**config.mk**
```make
export PLATFORM = sky130hd
export DESIGN_NAME = wb_commit_stage
export DESIGN_NICKNAME = d
export VERILOG_FILES = /design/src/rtl/wb_commit_stage.sv
export SDC_FILE = /design/constraint.sdc
export NUM_CORES = 1
export LEC_CHECK = 0
export BUFFER_PORTS_ARGS = -buffer_cell sky130_fd_sc_hd__buf_2
export CAP_MARGIN = 20
export CORE_ASPECT_RATIO = 1.5
export CORE_MARGIN = 1
export CORE_UTILIZATION = 45
export DETAILED_ROUTE_END_ITERATION = 7
export PLACE_DENSITY = 0.81
export SYNTH_ARGS = -nofsm -noshare
export SYNTH_HDL_FRONTEND = slang
export SYNTH_SLANG_ARGS = --single-unit
export TNS_END_PERCENT = 20
```
**constraint.sdc**
```tcl
create_clock -name clk -period 20.1 [get_ports clk]
set_input_delay 4.02 -clock clk [delete_from_list [all_inputs] [get_ports clk]]
set_output_delay 4.02 -clock clk [all_outputs]
set_load 0.02 [all_outputs]
```
**src/rtl/wb_commit_stage.sv**
```systemverilog
// Registered write-back/commit stage: result select, optional sub-word load alignment, RF/HI-LO write drive and commit counter.
// Optional feature: define WB_LOAD_ALIGN_EN to align and extend sub-word loads in this stage (requires WIDTH=32).
module wb_commit_stage #(
   parameter int WIDTH     = 32,
   parameter int RF_ADDR_W = 7,
   parameter int CNT_W     = 32
) (
   input  logic                 clk,
   input  logic                 rst,
   input  logic                 stall,
   input  logic                 flush,
   input  logic                 in_valid,
   input  logic [WIDTH-1:0]     aluout,
   input  logic [WIDTH-1:0]     Memdata,
   input  logic [1:0]           mem_addr_lo,
   input  logic [2:0]           load_type,
   input  logic                 MemtoRegW,
   input  logic                 rf_we_in,
   input  logic [RF_ADDR_W-1:0] rf_addr_in,
   input  logic                 exc_addr_sel,
   input  logic [RF_ADDR_W-1:0] exc_addr,
   input  logic                 exc_data_sel,
   input  logic [WIDTH-1:0]     exc_data,
   input  logic                 hilo_we_in,
   input  logic [WIDTH-1:0]     hi_in,
   input  logic [WIDTH-1:0]     lo_in,
   output logic                 rf_we,
   output logic [RF_ADDR_W-1:0] rf_waddr,
   output logic [WIDTH-1:0]     rf_wdata,
   output logic                 hilo_we,
   output logic [2*WIDTH-1:0]   hilo_wdata,
   output logic [CNT_W-1:0]     commit_cnt
);

   localparam logic [2:0] LT_LB  = 3'd1;
   localparam logic [2:0] LT_LBU = 3'd2;
   localparam logic [2:0] LT_LH  = 3'd3;
   localparam logic [2:0] LT_LHU = 3'd4;

   logic                 vld_p1;
   logic [WIDTH-1:0]     aluout_p1;
   logic [WIDTH-1:0]     memdata_p1;
   logic                 memtoreg_p1;
   logic                 rf_we_in_p1;
   logic [RF_ADDR_W-1:0] rf_addr_p1;
   logic                 exc_addr_sel_p1;
   logic [RF_ADDR_W-1:0] exc_addr_p1;
   logic                 exc_data_sel_p1;
   logic [WIDTH-1:0]     exc_data_p1;
   logic                 hilo_we_in_p1;
   logic [WIDTH-1:0]     hi_p1;
   logic [WIDTH-1:0]     lo_p1;
   logic [CNT_W-1:0]     cnt_p1;
   logic [WIDTH-1:0]     ld_res;
   logic [WIDTH-1:0]     res;
   logic                 load_en;

   assign load_en = ~flush & ~stall;

`ifdef WB_LOAD_ALIGN_EN
   logic [1:0] addr_lo_p1;
   logic [2:0] load_type_p1;

   // Codes 5..7 fall through to the full-word case.
   function automatic logic [WIDTH-1:0] ld_align(input logic [WIDTH-1:0] w,
                                                 input logic [1:0]       a,
                                                 input logic [2:0]       t);
      logic signed [7:0]  b;
      logic signed [15:0] h;
      logic [WIDTH-1:0]   r;
      b = w[8*a +: 8];
      h = a[1] ? w[31:16] : w[15:0];
      case (t)
         LT_LB:   r = WIDTH'(b);
         LT_LBU:  r = {{(WIDTH-8){1'b0}}, b};
         LT_LH:   r = WIDTH'(h);
         LT_LHU:  r = {{(WIDTH-16){1'b0}}, h};
         default: r = w;
      endcase
      return r;
   endfunction

   always_ff @(posedge clk or posedge rst) begin
      if (rst) begin
         addr_lo_p1   <= '0;
         load_type_p1 <= '0;
      end else if (load_en) begin
         addr_lo_p1   <= mem_addr_lo;
         load_type_p1 <= load_type;
      end
   end

   assign ld_res = ld_align(memdata_p1, addr_lo_p1, load_type_p1);
`else
   logic unused_ld_ctrl;
   assign unused_ld_ctrl = ^{mem_addr_lo, load_type, LT_LB, LT_LBU, LT_LH, LT_LHU};
   assign ld_res = memdata_p1;
`endif

   // Stage boundary p0 -> p1: flush drops only the valid bit, stall holds everything.
   always_ff @(posedge clk or posedge rst) begin
      if (rst) begin
         vld_p1          <= 1'b0;
         aluout_p1       <= '0;
         memdata_p1      <= '0;
         memtoreg_p1     <= 1'b0;
         rf_we_in_p1     <= 1'b0;
         rf_addr_p1      <= '0;
         exc_addr_sel_p1 <= 1'b0;
         exc_addr_p1     <= '0;
         exc_data_sel_p1 <= 1'b0;
         exc_data_p1     <= '0;
         hilo_we_in_p1   <= 1'b0;
         hi_p1           <= '0;
         lo_p1           <= '0;
      end else if (flush) begin
         vld_p1 <= 1'b0;
      end else if (!stall) begin
         vld_p1          <= in_valid;
         aluout_p1       <= aluout;
         memdata_p1      <= Memdata;
         memtoreg_p1     <= MemtoRegW;
         rf_we_in_p1     <= rf_we_in;
         rf_addr_p1      <= rf_addr_in;
         exc_addr_sel_p1 <= exc_addr_sel;
         exc_addr_p1     <= exc_addr;
         exc_data_sel_p1 <= exc_data_sel;
         exc_data_p1     <= exc_data;
         hilo_we_in_p1   <= hilo_we_in;
         hi_p1           <= hi_in;
         lo_p1           <= lo_in;
      end
   end

   always_ff @(posedge clk or posedge rst) begin
      if (rst)
         cnt_p1 <= '0;
      else if (load_en && in_valid)
         cnt_p1 <= cnt_p1 + 1'b1;
   end

   // Output decode from p1 only; r0 writes are dropped even on the exception path.
   assign res        = memtoreg_p1 ? aluout_p1 : ld_res;
   assign rf_wdata   = exc_data_sel_p1 ? exc_data_p1 : res;
   assign rf_waddr   = exc_addr_sel_p1 ? exc_addr_p1 : rf_addr_p1;
   assign rf_we      = vld_p1 & (rf_we_in_p1 | exc_data_sel_p1) & (rf_waddr != '0);
   assign hilo_we    = vld_p1 & hilo_we_in_p1;
   assign hilo_wdata = {hi_p1, lo_p1};
   assign commit_cnt = cnt_p1;

endmodule
```
## Word level (Yosys, flattened, before mapping)

Index checks and enable logic that the tools add are counted.

- Add/sub/neg operators: 1
- Equality and inequality tests: 1
- Muxes and demuxes: 5
- Bitwise logic cells: 7
- Reductions and logical operators: 3

Operator list:

| operator | count |
|---|---|
| 32-bit 2-to-1 mux | 2 |
| 32-bit by 1-bit adder with 32-bit output, second input constant | 1 |
| 7-bit 2-to-1 mux | 1 |
| 7-bit nonzero test | 1 |
| 1-bit bitwise AND | 4 |
| 1-bit 2-to-1 mux | 2 |
| 2-bit by 1-bit != test with 1-bit output, second input constant | 1 |
| 1-bit inverter | 2 |
| 2-bit AND reduction | 1 |
| 1-bit logical AND | 1 |
| 1-bit bitwise OR | 1 |

- Register bits: 212
- Bits of input ports: 189
- Logic and storage cells: 31

## Longest topological paths before layout

Gate-level depths: netlist of the first run.

- Depth after elaboration: 3
- Mapped depth: 6

## Worst setup path before layout of the first run

Ideal clock, no wire load.

- Kind: register to output
- Start point: reg exc_addr_sel_p1
- End point: out rf_we
- Data arrival time: 1.459 ns
- Data required time: 16.080 ns
- Slack: 14.621 ns
- Cell stages (with the launch flop): 5
- Buffers on the path: 1
- Path through: dfrtp_1 > clkbuf_1 > mux2_2 > nor4_1 > a21oi_1

- Cells in the longest elaborated chain, start to end: 3

RTL lines:

| item | line | source |
|---|---|---|
| start, declared | 46 | `logic exc_addr_sel_p1;` |
| start signal, assigned | 125 | `exc_addr_sel_p1 <= exc_addr_sel;` |
| 7-bit 2-to-1 mux | 145 | `assign rf_waddr = exc_addr_sel_p1 ? exc_addr_p1 : rf_addr_p1;` |
| via rf_waddr[2] | 28 | `output logic [RF_ADDR_W-1:0] rf_waddr,` |
| 7-bit nonzero test | 146 | `assign rf_we = vld_p1 & (rf_we_in_p1 \| exc_data_sel_p1) & (rf_waddr != '0);` |
| 1-bit bitwise AND | 146 |  |
| end, declared | 27 | `output logic rf_we,` |

The timed path passes the listed nets, and every way through them passes these cells.

## Final worst setup path of the first run

- Start point: reg memtoreg_p1
- End point: out rf_wdata[1]

- Cells in the longest elaborated chain, start to end: 2

RTL lines:

| item | line | source |
|---|---|---|
| start, declared | 43 | `logic memtoreg_p1;` |
| start signal, assigned | 122 | `memtoreg_p1 <= MemtoRegW;` |
| 32-bit 2-to-1 mux | 143 | `assign res = memtoreg_p1 ? aluout_p1 : ld_res;` |
| 32-bit 2-to-1 mux | 144 | `assign rf_wdata = exc_data_sel_p1 ? exc_data_p1 : res;` |
| end, declared | 29 | `output logic [WIDTH-1:0] rf_wdata,` |

No other way between the ends.

==> report_table.html, run 1 <==
<table>
<tr><th>Metric</th><th>Value</th></tr>
<tr><th colspan="2">Setup path</th></tr>
<tr><td>Capturing element type of the critical path</td><td>output pin</td></tr>
<tr><td>Data required time of the critical path</td><td>roughly 16 ns</td></tr>
<tr><td>Critical path buffers and inverters</td><td>1</td></tr>
<tr><td>Cells along the critical path</td><td>mux2i_1 &gt; o21ai_0 &gt; buf_2</td></tr>
<tr><td>CP delay by family, top</td><td>flip-flops</td></tr>
<tr><td>Startpoint type of the worst setup path</td><td>register</td></tr>
<tr><td>Slowest cell on the critical path</td><td>dfrtp_2</td></tr>
<tr><td>Crit path largest cell delay</td><td>roughly 1.1 ns</td></tr>
<tr><td>Number of cells on the critical path</td><td>3</td></tr>
<tr><td>Critical setup path kind</td><td>reg2out</td></tr>
<tr><td>Depth of the most critical reg-to-reg path</td><td>4</td></tr>
<tr><td>Arrival time reported for the critical path endpoint</td><td>approximately 2.2 ns</td></tr>
<tr><td>Minimum setup slack among reg-to-reg paths</td><td>roughly 18 ns</td></tr>
<tr><td>Max FO, Critical Path</td><td>33</td></tr>
<tr><th colspan="2">Detailed routing</th></tr>
<tr><td>Via-to-Cell Ratio</td><td>5.01</td></tr>
<tr><td>Final antenna-violating net count</td><td>0</td></tr>
<tr><td>Routed length per placed instance</td><td>between 15 and 20 um</td></tr>
<tr><td>Length of the first detailed-routing pass in iterations</td><td>4</td></tr>
<tr><td>Count of routing violations after the opening detailed-route iteration</td><td>301</td></tr>
<tr><td>Vias after detailed routing</td><td>6137</td></tr>
<tr><td>Total detailed-routing wirelength</td><td>20400 um</td></tr>
<tr><td>Drt drc</td><td>0</td></tr>
<tr><th colspan="2">Floorplan</th></tr>
<tr><td>Die area</td><td>20600 um2</td></tr>
<tr><td>Core box area</td><td>~20000 um2</td></tr>
<tr><td>Die span in y</td><td>about 180 um</td></tr>
<tr><td>Ports</td><td>around 330</td></tr>
<tr><td>Die extent in x</td><td>117 um</td></tr>
<tr><td>Number of core rows</td><td>63</td></tr>
<tr><td>Effective utilization at floorplan</td><td>between 40 and 50%</td></tr>
<tr><th colspan="2">Synth</th></tr>
<tr><td>Average cell area after synthesis</td><td>~14 um2</td></tr>
<tr><td>Post-synthesis cell area</td><td>around 9000 um2</td></tr>
<tr><td>Number of synthesis warnings</td><td>0</td></tr>
<tr><td>Synthesized instance count</td><td>roughly 640</td></tr>
<tr><td>Number of unique standard cell types used by synthesis</td><td>31</td></tr>
<tr><td>Post-Syn Nets</td><td>around 830</td></tr>
<tr><td>Yosys top cell area share</td><td>a little under 60%</td></tr>
<tr><td>Sequential-to-total area share from yosys stat</td><td>between 50% and 60%</td></tr>
<tr><td>Post-synthesis register bit count</td><td>roughly 210</td></tr>
<tr><td>Yosys top cell by area</td><td>dfrtp_1</td></tr>
<tr><td>Ranking of synthesized cells by area</td><td>dfrtp_1 59%, mux2_2 23%, mux2i_1 3.7%</td></tr>
<tr><th colspan="2">Pwr</th></tr>
<tr><td>IR drop worst, VDD</td><td>0.0857 mV</td></tr>
<tr><td>Ratio of total power to cell area</td><td>98.8 nW/um2</td></tr>
<tr><td>Pwr Total</td><td>roughly 0.0011 W</td></tr>
<tr><td>Leak</td><td>between 5 and 6 nW</td></tr>
<tr><th colspan="2">Global routing</th></tr>
<tr><td>First-pass GRT wire length</td><td>around 33000 um</td></tr>
<tr><td>Pin count of the biggest net entering global routing</td><td>about 140</td></tr>
<tr><td>GRT Overall Usage</td><td>between 20 and 25%</td></tr>
<tr><td>Via count of the first global-routing pass</td><td>roughly 6600</td></tr>
<tr><td>Total gr overflow</td><td>0</td></tr>
<tr><td>Initial antenna violation count</td><td>5</td></tr>
<tr><th colspan="2">Cells and area</th></tr>
<tr><td># fillers</td><td>1638</td></tr>
<tr><td>Most common cell after layout, fill and taps aside</td><td>buf_2</td></tr>
<tr><td>Number of non-filler instances in the completed layout</td><td>about 1200</td></tr>
<tr><td>NumNets Final</td><td>between 1000 and 1500</td></tr>
<tr><td>Area growth from synthesis to layout</td><td>27.4%</td></tr>
<tr><td>Highest-count cells in the layout ignoring fill and taps</td><td>320 x buf_2, 210 x dfrtp_1, 187 x mux2_2</td></tr>
<tr><td>Share of final-layout standard cells stronger than drive strength 1</td><td>between 50% and 60%</td></tr>
<tr><th colspan="2">Job</th></tr>
<tr><td>Number of maximum-capacitance constraint violations</td><td>0</td></tr>
<tr><th colspan="2">Clock network</th></tr>
<tr><td>Sinks on the clock net</td><td>between 200 and 250</td></tr>
<tr><td>Maximum number of buffers from clock root to sink</td><td>3</td></tr>
<tr><td>Count of hold-fix buffers inserted at cts</td><td>0</td></tr>
<tr><td>Clock-pin slew on the worst setup and hold paths</td><td>0.06 ns</td></tr>
<tr><td>Htree depth</td><td>1</td></tr>
<tr><td>Clock buffer count from CTS</td><td>21</td></tr>
<tr><td>Gates resized, CTS repair</td><td>0</td></tr>
<tr><td>Buffer count from post-CTS setup fixing</td><td>0</td></tr>
<tr><td>Clock tree from TritonCTS</td><td>yes</td></tr>
<tr><td>Clock tree root driver cell</td><td>clkbuf_16</td></tr>
<tr><td>Clock insertion delay at the later pin of the skew report</td><td>between 0.4 and 0.5 ns</td></tr>
<tr><th colspan="2">Place</th></tr>
<tr><td>Port Buffers</td><td>between 300 and 400</td></tr>
<tr><td>Pre-CTS setup slack</td><td>13.91 ns</td></tr>
<tr><td>Routability cong.</td><td>0.800</td></tr>
<tr><td>Post-detailed-placement half-perimeter wirelength</td><td>roughly 14000 um</td></tr>
<tr><td>Cell count after placement</td><td>roughly 1200</td></tr>
<tr><th colspan="2">STA</th></tr>
<tr><td>Setup TNS</td><td>0 ns</td></tr>
<tr><td>Final hold violation count</td><td>0</td></tr>
<tr><td>Crit path time final</td><td>6.26 ns</td></tr>
<tr><td>Hold WS</td><td>0.464 ns</td></tr>
<tr><td>Transition time at the pin with the least slew margin</td><td>1.07 ns</td></tr>
<tr><td>Clock skew</td><td>~0.0080 ns</td></tr>
<tr><td>Unrepaired setup endpoints after global routing</td><td>no</td></tr>
<tr><td>Maximum achievable frequency</td><td>roughly 160 MHz</td></tr>
<tr><td>Final setup fails</td><td>0</td></tr>
<tr><td>Min setup slack post-route</td><td>approximately 14 ns</td></tr>
<tr><td>Fraction of the cycle the final worst path needs</td><td>between 30% and 40%</td></tr>
<tr><td>Slew margin rel.</td><td>28.9%</td></tr>
<tr><td>Count of pins over their slew limit</td><td>0</td></tr>
<tr><th colspan="2">Hold path</th></tr>
<tr><td>Classification of the worst-slack hold path</td><td>reg2reg</td></tr>
<tr><td>Cells on Worst Hold Path</td><td>1</td></tr>
<tr><th colspan="2">Run status</th></tr>
<tr><td>Result of the run</td><td>complete, no violations</td></tr>
</table>
worst paths after layout:
check / start / end
worst min-delay path: commit_cnt[31]$_DFFE_PP0P_ / commit_cnt[31]$_DFFE_PP0P_
min in group asynchronous: rst / lo_p1[12]$_DFFE_PP0N_
worst min register to register: commit_cnt[31]$_DFFE_PP0P_ / commit_cnt[31]$_DFFE_PP0P_
worst max-delay path: memtoreg_p1$_DFFE_PP0N_ / rf_wdata[1]
max in group asynchronous: rst / exc_data_sel_p1$_DFFE_PP0N_
worst max register to register: commit_cnt[2]$_DFFE_PP0P_ / commit_cnt[27]$_DFFE_PP0P_
synth_stat cells (all sizes together):
| cell type | instances |
|---|---|
| and4 | 4 |
| o21ai | 33 |
| dfrtp | 212 |
| nor3 | 8 |
| nor2 | 9 |
| nor4 | 10 |
| and2 | 2 |
| xnor2 | 11 |
| nand3 | 7 |
| xor2 | 20 |
| buf | 23 |
| mux2 | 187 |
| a21oi | 1 |
| inv | 7 |
| nand4 | 7 |
| and4bb | 1 |
| nand2 | 43 |
| mux2i | 33 |
| ha | 1 |
| and3 | 2 |
| or3 | 1 |
| clkbuf | 12 |
| or4 | 1 |
sequential cells by signal (all words and copies together) (netlist names):
| name | flops |
|---|---|
| aluout_p1 | 32 |
| commit_cnt | 32 |
| exc_data_p1 | 32 |
| hi_p1 | 32 |
| ld_res | 32 |
| lo_p1 | 32 |
| exc_addr_p1 | 7 |
| rf_addr_p1 | 7 |
| exc_addr_sel_p1 | 1 |
| exc_data_sel_p1 | 1 |
| hilo_we_in_p1 | 1 |
| memtoreg_p1 | 1 |
| rf_we_in_p1 | 1 |
| vld_p1 | 1 |
report_power, final:
part | total [W] | switching (W) | internal (W)
sequential | 0.000526 | 0.0000416 | 0.000485
clock | 0.000372 | 0.000161 | 0.000212
combinational | 0.000234 | 0.000126 | 0.000108
layout make-up:
class / instances / area, um2 / share of cell area (%)
Inverter: 7 / 33.8 / 0.295
Timing Repair Buffer: 324 / 1640 / 14.3
Clock buffer: 31 / 613 / 5.35
Antenna cell: 4 / 10.0 / 0.0874
Sequential cell: 212 / 5310 / 46.3
Tap cell: 260 / 325 / 2.84
Clock inverter: 5 / 32.5 / 0.284
Multi-Input combinational cell: 381 / 3490 / 30.5
through the flow:
| step | area [um2] | util (%) |
|---|---|---|
| after floorplan | 8990 | - |
| after global placement | 10800 | 54.7 |
| after detailed placement | 10800 | 54.7 |
| after CTS | 11400 | 58.0 |
| after global routing | 11500 | 58.1 |
| final | 11500 | 58.1 |
worst reg2reg max path: stages (launching register included):
cell and delay [ns]:
dfrtp_1 0.46, and4_4 0.29, nand4_2 0.42, nor4_1 0.51
xor2_1 0.17
per-layer routing:
metal | global-route usage (%) | routed length, um | vias up
met3 | 3.62 | 1090 | 51
met4 | 9.04 | 737 | 0
met5 | 0 | 0 | -
li1 | - | - | 2863
met1 | 23.0 | 7780 | 3017
met2 | 36.1 | 10800 | 206
cell families after synthesis:
logic type | count (synthesis) | share of synthesized area [%]
buf+inv | 42 | 2.28
compound gates | 34 | 1.89
flops | 212 | 59.0
simple gates | 95 | 6.61
xor+xnor | 31 | 3.02
fa+ha+maj | 1 | 0.139
mux | 220 | 27.1
No activity file was read; power rests on OpenSTA's default activity.
==> inputs of run 2 (changes only) <==
==> constraint.sdc (replaced) <==
create_clock -name clk -period 6.47 [get_ports clk]
set_input_delay 1.294 -clock clk [delete_from_list [all_inputs] [get_ports clk]]
set_output_delay 1.294 -clock clk [all_outputs]
set_load 0.02 [all_outputs]
==> run 2 against run 1 <==
Compared with the run above:
- core utilization up 0.31 points
- critical path depth is the same
- sequential share of layout area decreased by 0.25 points
- hold slack about the same
- non-clock buffer count did not move
- critical path type unchanged
- critical endpoint is now rf_wdata[0]
- largest power group unchanged
- highest routed layer unchanged
==> report_table.html, run 2 (same netlist as run 1, synthesis figures left out) <==
<table>
<tr><th>Metric</th><th>Value</th></tr>
<tr><th colspan="2">Clock network</th></tr>
<tr><td>Clock buffer count from CTS</td><td>21 (unchanged)</td></tr>
<tr><td>Buffer count from post-CTS setup fixing</td><td>0 (unchanged)</td></tr>
<tr><td>Clock tree from TritonCTS</td><td>yes</td></tr>
<tr><td>Clock tree root driver cell</td><td>clkbuf_16</td></tr>
<tr><td>Maximum number of buffers from clock root to sink</td><td>3 (unchanged)</td></tr>
<tr><td>Sinks on the clock net</td><td>212 (unchanged)</td></tr>
<tr><td>Clock insertion delay at the later pin of the skew report</td><td>0.50 ns (about the same)</td></tr>
<tr><td>Clock-pin slew on the worst setup and hold paths</td><td>0.06 ns (about the same)</td></tr>
<tr><td>Htree depth</td><td>1 (unchanged)</td></tr>
<tr><td>Count of hold-fix buffers inserted at cts</td><td>0 (unchanged)</td></tr>
<tr><td>Gates resized, CTS repair</td><td>0 (unchanged)</td></tr>
<tr><th colspan="2">Detailed routing</th></tr>
<tr><td>Total detailed-routing wirelength</td><td>20300 um (-0.51%)</td></tr>
<tr><td>Final antenna-violating net count</td><td>0 (unchanged)</td></tr>
<tr><td>Routed length per placed instance</td><td>16.6 um (-0.51%)</td></tr>
<tr><td>Drt drc</td><td>0 (unchanged)</td></tr>
<tr><td>Length of the first detailed-routing pass in iterations</td><td>4 (unchanged)</td></tr>
<tr><td>Via-to-Cell Ratio</td><td>5.04 (+0.54%)</td></tr>
<tr><td>Count of routing violations after the opening detailed-route iteration</td><td>237 (-21%)</td></tr>
<tr><td>Vias after detailed routing</td><td>6170 (+0.54%)</td></tr>
<tr><th colspan="2">Floorplan</th></tr>
<tr><td>Die extent in x</td><td>117 um (unchanged)</td></tr>
<tr><td>Ports</td><td>326 (unchanged)</td></tr>
<tr><td>Effective utilization at floorplan</td><td>45.6% (unchanged)</td></tr>
<tr><td>Number of core rows</td><td>63 (unchanged)</td></tr>
<tr><td>Die area</td><td>20600 um2 (unchanged)</td></tr>
<tr><td>Core box area</td><td>19700 um2 (unchanged)</td></tr>
<tr><td>Die span in y</td><td>175 um (unchanged)</td></tr>
<tr><th colspan="2">Setup path</th></tr>
<tr><td>Arrival time reported for the critical path endpoint</td><td>2.20 ns (-0.04 ns)</td></tr>
<tr><td>Max FO, Critical Path</td><td>33 (unchanged)</td></tr>
<tr><td>Startpoint type of the worst setup path</td><td>register</td></tr>
<tr><td>Data required time of the critical path</td><td>5.18 ns (-10.90 ns)</td></tr>
<tr><td>Capturing element type of the critical path</td><td>output pin</td></tr>
<tr><td>Minimum setup slack among reg-to-reg paths</td><td>4.58 ns (-13.61 ns)</td></tr>
<tr><td>Critical setup path kind</td><td>reg2out</td></tr>
<tr><th colspan="2">Place</th></tr>
<tr><td>Cell count after placement</td><td>1183 (unchanged)</td></tr>
<tr><td>Post-detailed-placement half-perimeter wirelength</td><td>14100 um (-2.1%)</td></tr>
<tr><td>Routability cong.</td><td>0.778 (-2.8%)</td></tr>
<tr><td>Pre-CTS setup slack</td><td>3.32 ns (-10.58 ns)</td></tr>
<tr><td>Port Buffers</td><td>320 (unchanged)</td></tr>
<tr><th colspan="2">Cells and area</th></tr>
<tr><td>Highest-count cells in the layout ignoring fill and taps</td><td>320 x buf_2, 210 x dfrtp_1, 187 x mux2_2</td></tr>
<tr><td>Multi-input gate area</td><td>3490 um2 (unchanged)</td></tr>
<tr><td># fillers</td><td>1617 (-1.3%)</td></tr>
<tr><td>Reg area</td><td>5310 um2 (unchanged)</td></tr>
<tr><td>Share of final-layout standard cells stronger than drive strength 1</td><td>58.9% (+0.19 points)</td></tr>
<tr><td>Number of non-filler instances in the completed layout</td><td>1224 (unchanged)</td></tr>
<tr><td>NumNets Final</td><td>1137 (unchanged)</td></tr>
<tr><td>Area growth from synthesis to layout</td><td>28.1%</td></tr>
<tr><td>Most common cell after layout, fill and taps aside</td><td>buf_2</td></tr>
<tr><th colspan="2">Global routing</th></tr>
<tr><td>Initial antenna violation count</td><td>2 (-3)</td></tr>
<tr><td>First-pass GRT wire length</td><td>31800 um (-4.0%)</td></tr>
<tr><td>Via count of the first global-routing pass</td><td>6487 (-1.4%)</td></tr>
<tr><td>Total gr overflow</td><td>0 (unchanged)</td></tr>
<tr><td>GRT Overall Usage</td><td>19.2% (-0.85 points)</td></tr>
<tr><td>Pin count of the biggest net entering global routing</td><td>184 (+33%)</td></tr>
<tr><th colspan="2">STA</th></tr>
<tr><td>Final hold violation count</td><td>0 (unchanged)</td></tr>
<tr><td>Unrepaired setup endpoints after global routing</td><td>no</td></tr>
<tr><td>Final setup fails</td><td>0 (unchanged)</td></tr>
<tr><td>Count of pins over their slew limit</td><td>0 (unchanged)</td></tr>
<tr><td>Fraction of the cycle the final worst path needs</td><td>between 50% and 60%</td></tr>
<tr><td>Min setup slack post-route</td><td>2.97 ns (-10.87 ns)</td></tr>
<tr><td>Setup TNS</td><td>0 ns (unchanged)</td></tr>
<tr><td>Crit path time final</td><td>~3.5 ns</td></tr>
<tr><td>Clock skew</td><td>0.00715 ns (-0.000810 ns)</td></tr>
<tr><td>Transition time at the pin with the least slew margin</td><td>1.24 ns (+0.175 ns)</td></tr>
<tr><td>Slew margin rel.</td><td>17.2% (-12 points)</td></tr>
<tr><td>Maximum achievable frequency</td><td>286 MHz</td></tr>
<tr><th colspan="2">Run status</th></tr>
<tr><td>Result of the run</td><td>complete, no violations</td></tr>
<tr><th colspan="2">Pwr</th></tr>
<tr><td>Leak</td><td>5.59 nW (+0.46%)</td></tr>
<tr><td>IR drop worst, VDD</td><td>0.267 mV (+210%)</td></tr>
<tr><td>Pwr Total</td><td>0.00358 W (+220%)</td></tr>
<tr><td>Ratio of total power to cell area</td><td>310 nW/um2 (+210%)</td></tr>
<tr><th colspan="2">Hold path</th></tr>
<tr><td>Classification of the worst-slack hold path</td><td>reg2reg</td></tr>
<tr><th colspan="2">Job</th></tr>
<tr><td>Number of maximum-capacitance constraint violations</td><td>0 (unchanged)</td></tr>
</table>
==> run 2: final cells by class <==
class	instances	area share (%)
Tap cell	260	2.82
Sequential cell	212	46.1
Multi-Input combinational cell	381	30.3
Clock inverter	7	0.587
Inverter	7	0.261
Antenna cell	2	0.0434
Clock buffer	31	5.41
Timing Repair Buffer	324	14.5
==> run 2: path summary, 6_finish.rpt <==
check,start,endpoint,depth (start not counted)
hold reg to reg,commit_cnt[31]$_DFFE_PP0P_,commit_cnt[31]$_DFFE_PP0P_,1
hold / removal,commit_cnt[31]$_DFFE_PP0P_,commit_cnt[31]$_DFFE_PP0P_,1
setup reg to reg,commit_cnt[3]$_DFFE_PP0P_,commit_cnt[27]$_DFFE_PP0P_,4
max in group asynchronous,rst,commit_cnt[16]$_DFFE_PP0P_,3
min in group asynchronous,rst,lo_p1[7]$_DFFE_PP0N_,2
setup / recovery,memtoreg_p1$_DFFE_PP0N_,rf_wdata[0],3
==> run 2: where the power goes <==
part           internal, W  switching, W
Clock             0.000709      0.000501
Combinational     0.000339      0.000396
Sequential         0.00151      0.000126
Total              0.00255       0.00102
==> run 2: stage by stage <==
| step | hold slack, ns | area, um2 | util, % |
|---|---|---|---|
| floorplan | 0.473 | 9000 | - |
| global placement | 0.454 | 10800 | 54.8 |
| detailed placement | 0.457 | 10800 | 54.8 |
| CTS | 0.466 | 11500 | 58.3 |
| global route | 0.475 | 11500 | 58.4 |
| finish | 0.464 | 11500 | 58.5 |
==> run 2: worst max-delay path, cell delays in order (launching register included) <==
cell,delay (ns)
dfrtp_2,1.08
mux2i_1,0.15
o21ai_0,0.24
buf_2,0.21
==> run 2: layer usage <==
layer  global-route usage [%]  vias up  wire length [um]
met1                     21.1     3017              7530
met2                     34.7      235             10600
met4                     8.93        0               799
li1                         -     2865                 -
met3                     4.37       53              1360
met5                        0        -                 0
==> inputs of run 3 (changes only) <==
--- a/config.mk
+++ b/config.mk
@@ -5,13 +5,14 @@
 export SDC_FILE = /design/constraint.sdc
 export NUM_CORES = 1
 export LEC_CHECK = 0
+export ABC_AREA = 1
 export BUFFER_PORTS_ARGS = -buffer_cell sky130_fd_sc_hd__buf_2
 export CAP_MARGIN = 20
 export CORE_ASPECT_RATIO = 1.5
 export CORE_MARGIN = 1
 export CORE_UTILIZATION = 45
 export DETAILED_ROUTE_END_ITERATION = 7
-export PLACE_DENSITY = 0.81
+export PLACE_DENSITY = 0.8
 export SYNTH_ARGS = -nofsm -noshare
 export SYNTH_HDL_FRONTEND = slang
 export SYNTH_SLANG_ARGS = --single-unit
==> constraint.sdc (replaced) <==
create_clock -name clk -period 3.26 [get_ports clk]
set_input_delay 0.652 -clock clk [delete_from_list [all_inputs] [get_ports clk]]
set_output_delay 0.652 -clock clk [all_outputs]
set_load 0.02 [all_outputs]
==> run 3 against run 2 <==
Compared with the run above:
- die area rose by 4.1%
- final cell count rose by 39%
- critical path depth rose by 3
- critical endpoint is now rf_wdata[14]
==> report_table.html, run 3 <==
<table>
<tr><th>Metric</th><th>Value</th></tr>
<tr><th colspan="2">Synth</th></tr>
<tr><td>Ranking of synthesized cells by area</td><td>dfrtp_1 57%, nand2_1 19%, o21ai_0 5.3%</td></tr>
<tr><td>Number of synthesis warnings</td><td>0 (unchanged)</td></tr>
<tr><td>Most repeated cell in the gate-level netlist after synthesis</td><td>nand2_1</td></tr>
<tr><td>Average cell area after synthesis</td><td>8.35 um2 (-41%)</td></tr>
<tr><td>Sequential-to-total area share from yosys stat</td><td>56.6% (-2.4 points)</td></tr>
<tr><td>Post-Syn Nets</td><td>1313 (+59%)</td></tr>
<tr><td>Yosys top cell area share</td><td>56.6% (-2.4 points)</td></tr>
<tr><td>Number of flops mapped to enable cells by yosys</td><td>0 (unchanged)</td></tr>
<tr><td>Synthesized instance count</td><td>1123 (+77%)</td></tr>
<tr><td>Most common flop cell mapped by yosys</td><td>dfrtp_1</td></tr>
<tr><td>Post-synthesis register bit count</td><td>212 (unchanged)</td></tr>
<tr><td>Most common library cells after synthesis</td><td>483 x nand2_1, 212 x dfrtp_1, 100 x inv_1, 100 x o21ai_0, 55 x a21oi_1</td></tr>
<tr><td>Yosys top cell by area</td><td>dfrtp_1</td></tr>
<tr><td>Number of unique standard cell types used by synthesis</td><td>29 (-6.5%)</td></tr>
<tr><td>Post-synthesis cell area</td><td>9370 um2 (+4.2%)</td></tr>
<tr><td>Fraction of registers with async set or reset after synthesis</td><td>100% (unchanged)</td></tr>
<tr><th colspan="2">Floorplan</th></tr>
<tr><td>Ports</td><td>326 (unchanged)</td></tr>
<tr><td>Die extent in x</td><td>120 um (+2.0%)</td></tr>
<tr><td>Effective utilization at floorplan</td><td>45.9% (+0.25 points)</td></tr>
<tr><td>Core box area</td><td>20400 um2 (+3.6%)</td></tr>
<tr><td>Die span in y</td><td>179 um (+2.0%)</td></tr>
<tr><td>Die area</td><td>21400 um2 (+4.1%)</td></tr>
<tr><td>Number of core rows</td><td>64 (+1.6%)</td></tr>
<tr><th colspan="2">Setup path</th></tr>
<tr><td>Critical setup path kind</td><td>reg2out</td></tr>
<tr><td>Depth of the most critical reg-to-reg path</td><td>8 (+4)</td></tr>
<tr><td>Cells along the critical path</td><td>inv_2 &gt; buf_4 &gt; o21ai_0 &gt; a21oi_1 &gt; a21oi_1 &gt; buf_2</td></tr>
<tr><td>Arrival time reported for the critical path endpoint</td><td>2.20 ns (about the same)</td></tr>
<tr><td>Worst flop-to-flop path startpoint</td><td>commit_cnt[0]$_DFFE_PP0P_</td></tr>
<tr><td>Worst reg2reg path endpoint</td><td>commit_cnt[30]$_DFFE_PP0P_</td></tr>
<tr><td>Slowest cell on the critical path</td><td>dfrtp_1</td></tr>
<tr><td>Crit path largest cell delay</td><td>0.51 ns (-0.57 ns)</td></tr>
<tr><td>Dominant cell type by count on the critical path</td><td>a21oi_1</td></tr>
<tr><td>Data required time of the critical path</td><td>2.61 ns (-2.57 ns)</td></tr>
<tr><td>Max FO, Critical Path</td><td>22 (-33%)</td></tr>
<tr><td>Capturing element type of the critical path</td><td>output pin</td></tr>
<tr><td>Minimum setup slack among reg-to-reg paths</td><td>1.64 ns (-2.94 ns)</td></tr>
<tr><td>Startpoint type of the worst setup path</td><td>register</td></tr>
<tr><th colspan="2">Cells and area</th></tr>
<tr><td>Area growth from synthesis to layout</td><td>27.5%</td></tr>
<tr><td># fillers</td><td>1835 (+13%)</td></tr>
<tr><td>Number of non-filler instances in the completed layout</td><td>1704 (+39%)</td></tr>
<tr><td>Share of final-layout standard cells stronger than drive strength 1</td><td>27.6% (-31 points)</td></tr>
<tr><td>Most common cell after layout, fill and taps aside</td><td>nand2_1</td></tr>
<tr><td>Multi-input gate area</td><td>3410 um2 (-2.3%)</td></tr>
<tr><td>NumNets Final</td><td>1611 (+42%)</td></tr>
<tr><td>Highest-count cells in the layout ignoring fill and taps</td><td>483 x nand2_1, 320 x buf_2, 212 x dfrtp_1</td></tr>
<tr><td>Layout Cell Area excl Fill</td><td>12000 um2 (+3.8%)</td></tr>
<tr><td>Reg area</td><td>5310 um2 (about the same)</td></tr>
<tr><th colspan="2">STA</th></tr>
<tr><td>Setup TNS</td><td>0 ns (unchanged)</td></tr>
<tr><td>Final setup fails</td><td>0 (unchanged)</td></tr>
<tr><td>Min setup slack post-route</td><td>0.409 ns (-2.56 ns)</td></tr>
<tr><td>Maximum achievable frequency</td><td>351 MHz</td></tr>
<tr><td>Fraction of the cycle the final worst path needs</td><td>87.5%</td></tr>
<tr><td>Count of pins over their slew limit</td><td>0 (unchanged)</td></tr>
<tr><td>Crit path time final</td><td>between 2 and 3 ns</td></tr>
<tr><td>Slew margin rel.</td><td>51.2% (+34 points)</td></tr>
<tr><td>Transition time at the pin with the least slew margin</td><td>0.732 ns (-0.509 ns)</td></tr>
<tr><td>Unrepaired setup endpoints after global routing</td><td>no</td></tr>
<tr><td>Clock skew</td><td>0.00811 ns (+0.000959 ns)</td></tr>
<tr><td>Final hold violation count</td><td>0 (unchanged)</td></tr>
<tr><th colspan="2">Detailed routing</th></tr>
<tr><td>Total detailed-routing wirelength</td><td>24600 um (+21%)</td></tr>
<tr><td>Drt drc</td><td>0 (unchanged)</td></tr>
<tr><td>Topmost layer with routed signal wires</td><td>met5</td></tr>
<tr><td>Vias after detailed routing</td><td>8309 (+35%)</td></tr>
<tr><td>Final antenna-violating net count</td><td>0 (unchanged)</td></tr>
<tr><td>Length of the first detailed-routing pass in iterations</td><td>5 (+1)</td></tr>
<tr><td>Via-to-Cell Ratio</td><td>4.88 (-3.3%)</td></tr>
<tr><td>Routed length on met1</td><td>9790 um (+30%)</td></tr>
<tr><td>Count of routing violations after the opening detailed-route iteration</td><td>539 (+130%)</td></tr>
<tr><td>Routed length per placed instance</td><td>14.4 um (-13%)</td></tr>
<tr><td>Met3 routed wirelength</td><td>1560 um (+15%)</td></tr>
<tr><td>Routed length on met2</td><td>12200 um (+15%)</td></tr>
<tr><th colspan="2">Clock network</th></tr>
<tr><td>Buffer count from post-CTS setup fixing</td><td>0 (unchanged)</td></tr>
<tr><td>Clock tree root driver cell</td><td>clkbuf_16</td></tr>
<tr><td>Clock tree from TritonCTS</td><td>yes</td></tr>
<tr><td>Htree depth</td><td>1 (unchanged)</td></tr>
<tr><td>Clock-pin slew on the worst setup and hold paths</td><td>0.06 ns (about the same)</td></tr>
<tr><td>Count of hold-fix buffers inserted at cts</td><td>0 (unchanged)</td></tr>
<tr><td>Clock buffer count from CTS</td><td>21 (unchanged)</td></tr>
<tr><td>Gates resized, CTS repair</td><td>0 (unchanged)</td></tr>
<tr><td>Sinks on the clock net</td><td>212 (unchanged)</td></tr>
<tr><td>Maximum number of buffers from clock root to sink</td><td>3 (unchanged)</td></tr>
<tr><td>Clock insertion delay at the later pin of the skew report</td><td>0.49 ns (about the same)</td></tr>
<tr><th colspan="2">Job</th></tr>
<tr><td>Number of maximum-capacitance constraint violations</td><td>0 (unchanged)</td></tr>
<tr><th colspan="2">Place</th></tr>
<tr><td>Pre-CTS setup slack</td><td>0.893 ns (-2.43 ns)</td></tr>
<tr><td>Cell count after placement</td><td>1662 (+40%)</td></tr>
<tr><td>Post-detailed-placement half-perimeter wirelength</td><td>17300 um (+23%)</td></tr>
<tr><td>Port Buffers</td><td>320 (unchanged)</td></tr>
<tr><td>Routability cong.</td><td>0.888 (+14%)</td></tr>
<tr><td>Total cell area at the placement stage</td><td>11200 um2 (+3.3%)</td></tr>
<tr><th colspan="2">Global routing</th></tr>
<tr><td>Total gr overflow</td><td>0 (unchanged)</td></tr>
<tr><td>Via count of the first global-routing pass</td><td>7957 (+23%)</td></tr>
<tr><td>Pin count of the biggest net entering global routing</td><td>128 (-30%)</td></tr>
<tr><td>Initial antenna violation count</td><td>7 (+5)</td></tr>
<tr><td>First-pass GRT wire length</td><td>38600 um (+21%)</td></tr>
<tr><td>GRT Overall Usage</td><td>22.5% (+3.3 points)</td></tr>
<tr><th colspan="2">Run status</th></tr>
<tr><td>Result of the run</td><td>complete, no violations</td></tr>
<tr><th colspan="2">Pwr</th></tr>
<tr><td>Leak</td><td>6.58 nW (+18%)</td></tr>
<tr><td>Ratio of total power to cell area</td><td>602 nW/um2 (+94%)</td></tr>
<tr><td>IR drop worst, VDD</td><td>0.474 mV (+78%)</td></tr>
<tr><th colspan="2">Hold path</th></tr>
<tr><td>Classification of the worst-slack hold path</td><td>in2async</td></tr>
</table>
## run 3: power by group
group | total, W | switching, W | internal, W
sequential | 0.00311 | 0.000175 | 0.00294
combinational | 0.00138 | 0.000906 | 0.000472
clock | 0.00271 | 0.000998 | 0.00171
total | 0.00720 | 0.00208 | 0.00512
## run 3: worst max-delay path by stage
stage / start / end / depth (start not counted)
6_report: memtoreg_p1$_DFFE_PP0N_ / rf_wdata[14] / 6
2_1_floorplan: rst / aluout_p1[0]$_DFFE_PP0N_ / 1
3_3_place_gp: memtoreg_p1$_DFFE_PP0N_ / rf_wdata[22] / 6
3_5_place_dp: memtoreg_p1$_DFFE_PP0N_ / rf_wdata[14] / 6
5_1_grt: memtoreg_p1$_DFFE_PP0N_ / rf_wdata[10] / 6
4_1_cts: memtoreg_p1$_DFFE_PP0N_ / rf_wdata[14] / 6
## run 3: area by class of cell
type	count	area share, %
clock buffer	29	5.15
multi-input combinational	751	28.6
tap	264	2.76
clock inverter	7	1.34
antenna	6	0.126
sequential	212	44.4
inverter	105	3.34
timing repair buffer	330	14.3
## run 3: through the flow
step | hold WS [ns] | total power (W) | utilization, %
final | 0.317 | 0.00720 | 58.5
after global routing | 0.340 | 0.00756 | 58.5
after floorplan | 0.437 | 0.00402 | -
after CTS | 0.333 | 0.00729 | 58.5
after global placement | 0.449 | 0.00451 | 54.7
after detailed placement | 0.453 | 0.00455 | 54.7
## run 3: cell families (layout without fill, tap and decap cells)
group	Yosys count	in the layout	synth area share, %
flip-flops	212	212	56.6
buffers and inverters	160	471	7.02
AND/OR/NAND/NOR	562	562	25.2
XOR/XNOR	17	17	1.59
AO/OA/AOI/OAI	171	171	9.48
other	0	6	0
adder cells (fa/ha/maj)	1	1	0.133
## run 3: worst max-delay path, delay by kind of cell, from the launching register on
kind	cells	cell delay [ns]
buffers and inverters	3	0.82
DFF	1	0.51
AOI/OAI and AO/OA	3	0.38
## run 3: layer usage
metal	vias up	track usage, %
li1	4078	-
met1	3861	26.8
met2	293	38.3
met3	75	4.99
met4	2	11.1
met5	-	0
